[config.mk]
export PLATFORM = sky130hd
export DESIGN_NAME = divisor_punto_fijo
export DESIGN_NICKNAME = d
export VERILOG_FILES = /design/src/rtl/divisor_punto_fijo.sv
export SDC_FILE = /design/constraint.sdc
export NUM_CORES = 1
export LEC_CHECK = 0
export BUFFER_PORTS_ARGS = -buffer_cell sky130_fd_sc_hd__buf_4
export CAP_MARGIN = 20
export CORE_MARGIN = 2
export CORE_UTILIZATION = 55
export CTS_CLUSTER_DIAMETER = 40
export DETAILED_ROUTE_END_ITERATION = 6
export GPL_TIMING_DRIVEN = 0
export PLACE_DENSITY = 0.75
export SKIP_CTS_REPAIR_TIMING = 1
export SYNTH_ARGS = -nofsm -noshare
export SYNTH_HDL_FRONTEND = slang
export SYNTH_SLANG_ARGS = --single-unit
[constraint.sdc]
create_clock -name Clk -period 11.64 [get_ports Clk]
set_clock_uncertainty 0.2 [all_clocks]
set_input_delay 2.91 -clock Clk [delete_from_list [all_inputs] [get_ports Clk]]
set_output_delay 2.91 -clock Clk [all_outputs]
set_load 0.005 [all_outputs]
[src/rtl/divisor_punto_fijo.sv]
// Sequential signed fixed-point divider, OutDiv = Num / Den in Q(Magnitud).(Precision).
// Restoring division, one quotient bit per clock, fixed latency, saturating result.
module divisor_punto_fijo #(
  parameter int Width     = 24,
  parameter int Magnitud  = 4,
  parameter int Precision = 19,
  parameter int Signo     = 1
) (
  input  logic             Clk,
  input  logic             ResetN,
  input  logic             EnableDiv,
  input  logic [Width-1:0] Num,
  input  logic [Width-1:0] Den,
  output logic [Width-1:0] OutDiv,
  output logic             Busy,
  output logic             Done,
  output logic             DivZero,
  output logic             Error
);

  // Quotient holds the full word plus Precision extra bits from the pre-shifted dividend
  localparam int QW = Signo + Magnitud + Precision + Precision;
  localparam int CW = $clog2(QW + 1);

  localparam logic [Width-1:0] MAXV = {1'b0, {(Width-1){1'b1}}};
  localparam logic [Width-1:0] MINV = {1'b1, {(Width-1){1'b0}}};
  localparam logic [QW-1:0]    LIM  = {{(QW-Width){1'b0}}, 1'b1, {(Width-1){1'b0}}};

  typedef enum logic [1:0] {IDLE, CALC, FIN} state_t;

  state_t           state, state_nxt;
  logic [QW-1:0]    dvd;
  logic [QW-1:0]    quo;
  logic [Width:0]   rem;
  logic [Width-1:0] den_abs;
  logic [CW-1:0]    cnt;
  logic             neg, num_neg, num_zero, den_zero;

  logic [Width-1:0] num_abs_in, den_abs_in;
  logic [Width:0]   rem_sh, trial, rem_nxt;
  logic [QW-1:0]    quo_nxt;
  logic [Width-1:0] res;
  logic             res_err, res_dz;
  logic             last;

  // Operand magnitudes; the most negative value maps to 2^(Width-1) exactly
  always_comb begin
    num_abs_in = Num[Width-1] ? (~Num + 1'b1) : Num;
    den_abs_in = Den[Width-1] ? (~Den + 1'b1) : Den;
  end

  // One restoring-division step plus saturation of the final quotient
  always_comb begin
    rem_sh  = {rem[Width-1:0], dvd[QW-1]};
    trial   = rem_sh - {1'b0, den_abs};
    rem_nxt = trial[Width] ? rem_sh : trial;
    quo_nxt = {quo[QW-2:0], ~trial[Width]};
    last    = (cnt == CW'(1));
    res     = '0;
    res_err = 1'b0;
    res_dz  = 1'b0;
    if (den_zero) begin
      res_dz  = 1'b1;
      res_err = 1'b1;
      if (num_zero)     res = '0;
      else if (num_neg) res = MINV;
      else              res = MAXV;
    end else if (!neg) begin
      if (quo_nxt >= LIM) begin
        res     = MAXV;
        res_err = 1'b1;
      end else begin
        res = quo_nxt[Width-1:0];
      end
    end else begin
      if (quo_nxt > LIM) begin
        res     = MINV;
        res_err = 1'b1;
      end else begin
        res = ~quo_nxt[Width-1:0] + 1'b1;
      end
    end
  end

  // State register
  always_ff @(posedge Clk) begin
    if (!ResetN) state <= IDLE;
    else         state <= state_nxt;
  end

  // Next-state and Busy decode
  always_comb begin
    state_nxt = state;
    Busy      = (state != IDLE);
    case (state)
      IDLE:    if (EnableDiv) state_nxt = CALC;
      CALC:    if (last)      state_nxt = FIN;
      FIN:     state_nxt = IDLE;
      default: state_nxt = IDLE;
    endcase
  end

  // Datapath: operand capture, iteration, and result registration on the last step
  always_ff @(posedge Clk) begin
    if (!ResetN) begin
      dvd      <= '0;
      quo      <= '0;
      rem      <= '0;
      den_abs  <= '0;
      cnt      <= '0;
      neg      <= 1'b0;
      num_neg  <= 1'b0;
      num_zero <= 1'b0;
      den_zero <= 1'b0;
      OutDiv   <= '0;
      Done     <= 1'b0;
      DivZero  <= 1'b0;
      Error    <= 1'b0;
    end else begin
      Done <= 1'b0;
      case (state)
        IDLE: begin
          if (EnableDiv) begin
            neg      <= Num[Width-1] ^ Den[Width-1];
            num_neg  <= Num[Width-1];
            num_zero <= (Num == '0);
            den_zero <= (Den == '0);
            den_abs  <= den_abs_in;
            dvd      <= {num_abs_in, {Precision{1'b0}}};
            rem      <= '0;
            quo      <= '0;
            cnt      <= CW'(QW);
          end
        end
        CALC: begin
          rem <= rem_nxt;
          quo <= quo_nxt;
          dvd <= dvd << 1;
          cnt <= cnt - 1'b1;
          // Result is registered as CALC exits so it is valid for the whole FIN cycle
          if (last) begin
            OutDiv  <= res;
            Error   <= res_err;
            DivZero <= res_dz;
            Done    <= 1'b1;
          end
        end
        default: ;
      endcase
    end
  end

endmodule

==> impl_metrics.sql <==
INSERT INTO impl_metrics (metric_group, metric, value, unit) VALUES
('outcome', 'result_of_the_run', 'complete, no violations', ''),
('global_routing', 'grt_first_pass_wirelength', '39.1', 'mm'),
('logic_synthesis', 'synthesis.area_per_instance', '7.80', 'um2'),
('clock_network', 'clock_insertion_delay_worst_skew', '430', 'ps'),
('timing', 'transition_time_at_the_pin_with_the_least_slew_margin', '1040', 'ps'),
('layout', 'final_core_utilization', '64.8', '%'),
('global_routing', 'global_route.usage.total', '29.2', '%'),
('min_path', 'hold_path_depth', '2', ''),
('min_path', 'hold_class', 'reg -> reg', ''),
('layout', 'post_layout_nonfiller_instances', '1459', ''),
('clock_network', 'cts.reportedPaths.clkPinSlew', '70', 'ps'),
('routing', 'drt_iter0_drc', '720', ''),
('routing', 'drt_drc', '0', ''),
('critical_path', 'critPathArrivalTime', '5900', 'ps'),
('placed_design', 'placed_cells_incl_taps', '1428', ''),
('floorplan', 'die_x', '131', 'um'),
('placed_design', 'detailed_place_hpwl', '17.9', 'mm'),
('routing', 'drt-wirelength-per-cell', '16.8', 'um'),
('routing', 'dr_total_vias', '8642', ''),
('critical_path', 'worstSetupEndpointType', 'flip-flop', ''),
('logic_synthesis', 'synth-async-reset-ratio', '0', '%'),
('routing', 'routed_wirelength', '24.5', 'mm'),
('critical_path', 'setup.worst_path.start_class', 'primary input', ''),
('layout', 'flow.area_growth_from_synthesis', '15.9', '%'),
('timing', 'max_slew_violation_count', '0', ''),
('timing', 'timing.slew.headroom', '30.2', '%'),
('layout', 'fillCellCount', '1430', ''),
('layout', 'most_frequent_cells_in_the_layout', '153 x dfxtp_1, 127 x nand2_1, 103 x nor2_1', ''),
('floorplan', 'die_area', '0.0171', 'mm2'),
('floorplan', 'rows', '46', ''),
('routing', 'drt_pre_antenna_iters', '5', ''),
('timing', 'setup-violations-final', '0', ''),
('pwr', 'vdd.ir_drop.worst', '0.112', 'mV'),
('logic_synthesis', 'yosys_register_bits', '153', ''),
('critical_path', 'timing.critical_path.fanout_max', '4', ''),
('clock_network', 'cts_buffer_depth', '2', ''),
('pwr', 'pwr_density_cell', '169', 'mW/mm2'),
('layout', 'multi_input_comb_area', '0.00531', 'mm2'),
('placed_design', 'placement.io_buffers', '77', ''),
('critical_path', 'critical_path_class', 'in -> reg', ''),
('run', 'maxCapViolations', '0', ''),
('routing', 'drt.antenna.violating_nets', '0', ''),
('timing', 'layout_setup_ws', '5920', 'ps'),
('timing', 'hold_viol', '0', ''),
('global_routing', 'vias_in_the_first_global_route', '7811', ''),
('timing', 'final_cycle_share', '49.1', '%'),
('pwr', 'leakagePower', '0.00388', 'uW'),
('logic_synthesis', 'synth_enable_flop_cells', '0', ''),
('clock_network', 'cts_num_sinks', '153', ''),
('logic_synthesis', 'post_synth_instance_area', '0.00885', 'mm2'),
('layout', 'layout_commonest_cell', 'dfxtp_1', ''),
('placed_design', 'routabilityCongestion', '0.954', ''),
('clock_network', 'clockRootBuffer', 'clkbuf_16', ''),
('logic_synthesis', 'synthCells', '1135', ''),
('layout', 'layout-drive-gt1-share', '12.0', '%'),
('critical_path', 'worst-endpoint-required', '11820', 'ps'),
('logic_synthesis', 'netlist-cell-type-count', '67', ''),
('floorplan', 'core_area', '0.0158', 'mm2'),
('clock_network', 'cts_tree', 'built', ''),
('timing', 'minimum_clock_period_after_layout', '5720', 'ps'),
('logic_synthesis', 'dominantRegCellSynth', 'dfxtp_1', ''),
('layout', 'insertedDiodeCount', '0', ''),
('clock_network', 'tritoncts.num_buffers', '17', ''),
('floorplan', 'ioPinCount', '79', ''),
('layout', 'register_area', '0.00306', 'mm2'),
('timing', 'setup_repair_after_global_routing_missed_its_margin', 'false', ''),
('floorplan', 'die_extent_in_y', '131', 'um'),
('clock_network', 'cts-htree-levels', '4', ''),
('placed_design', 'placement.setup.worst_slack', '5560', 'ps'),
('global_routing', 'grt_start_max_net_pins', '17', ''),
('logic_synthesis', 'sequential_to_total_area_share_from_yosys_stat', '34.6', '%'),
('timing', 'setup-tns-final', '0', 'ps'),
('logic_synthesis', 'yosys_warnings', '0', ''),
('layout', 'design.final.nets', '1312', ''),
('routing', 'drt-vias-per-instance', '5.92', ''),
('timing', 'max_freq', '175', 'MHz'),
('floorplan', 'floorplan.initialDensity', '55.9', '%'),
('global_routing', 'grt_antenna_before_repair', '0', ''),
('critical_path', 'r2r.worst_path.cells', '21', ''),
('logic_synthesis', 'postSynthNetCount', '1216', ''),
('global_routing', 'grt_overflow_total', '0', '');
-- path summary, 6_finish.rpt --
kind | startpoint | slack, ps | endpoint
setup / recovery | Num[6] | 5920 | num_zero
setup reg to reg | dvd[42] | 6370 | OutDiv[18]
hold / removal | den_abs[0] | 270 | den_abs[0]
hold reg to reg | den_abs[0] | 270 | den_abs[0]
-- cell families after synthesis --
logic type | Yosys count | synth area share (%)
AND/OR/NAND/NOR | 387 | 20.8
AO/OA/AOI/OAI | 344 | 24.9
flip-flops | 153 | 34.6
buffers and inverters | 125 | 5.46
XOR/XNOR | 75 | 7.42
adder cells (fa/ha/maj) | 30 | 4.32
multiplexers | 21 | 2.56
-- through the flow --
stage | area (um2) | power [uW] | hold slack (ps)
3_5_place_dp | 9700 | 1190 | 259
2_1_floorplan | 8850 | 1050 | 240
6_report | 10300 | 1730 | 266
4_1_cts | 10300 | 1730 | 270
3_3_place_gp | 9700 | 1190 | 254
5_1_grt | 10300 | 1830 | 291
-- cells in the mapped netlist (10+ instances only) --
cell,n,area (um2)
a211oi_1,30,225
a21oi_1,101,505
a22oi_1,31,233
clkbuf_1,67,251
dfxtp_1,153,3060
ha_1,29,363
inv_1,45,169
mux2_2,13,146
nand2_1,127,477
nand2b_1,11,68.8
nand3_1,57,285
nor2_1,103,387
nor2b_1,10,62.6
nor3_1,14,70.1
nor4_1,14,87.6
o211ai_1,11,82.6
o21a_1,21,158
o21ai_0,73,365
o31ai_1,15,113
or3_1,10,62.6
xnor2_1,40,350
xor2_1,35,307
-- final cells by class --
type | instances | area share [%]
Tap cell | 216 | 2.63
Sequential cell | 153 | 29.9
Buffer | 79 | 3.02
Multi-Input combinational cell | 857 | 51.7
Clock buffer | 19 | 4.41
Inverter | 46 | 1.68
Clock inverter | 12 | 1.04
Timing Repair Buffer | 77 | 5.63
-- per-layer routing --
layer	global-route usage (%)	routed length (um)
met5	0	0
met3	5.82	1700
met2	47.0	11100
met1	40.3	11300
met4	7.95	395
-- flip-flops by register name, indices dropped and copies added (netlist names) --
signal,count
DivZero,1
Done,1
Error,1
OutDiv,24
cnt,6
den_abs,24
den_zero,1
dvd,24
neg,1
num_neg,1
num_zero,1
quo,42
rem,24
state,2
-- where the power goes --
group / internal, uW / total (uW) / switching (uW) / leakage [uW]
Combinational: 260 / 616 / 357 / 0.00236
Clock: 291 / 536 / 246 / 0.000279
Sequential: 558 / 582 / 24.5 / 0.00124
-- worst max-delay path, cell delays in order --
cell and delay (ps):
buf_4 120, or4_4 530, or3_4 400, or3_1 370, or4_4 440, nand2b_4 180, nor4b_1 760, o21a_1 180
Power figures use the tool's default switching activity.
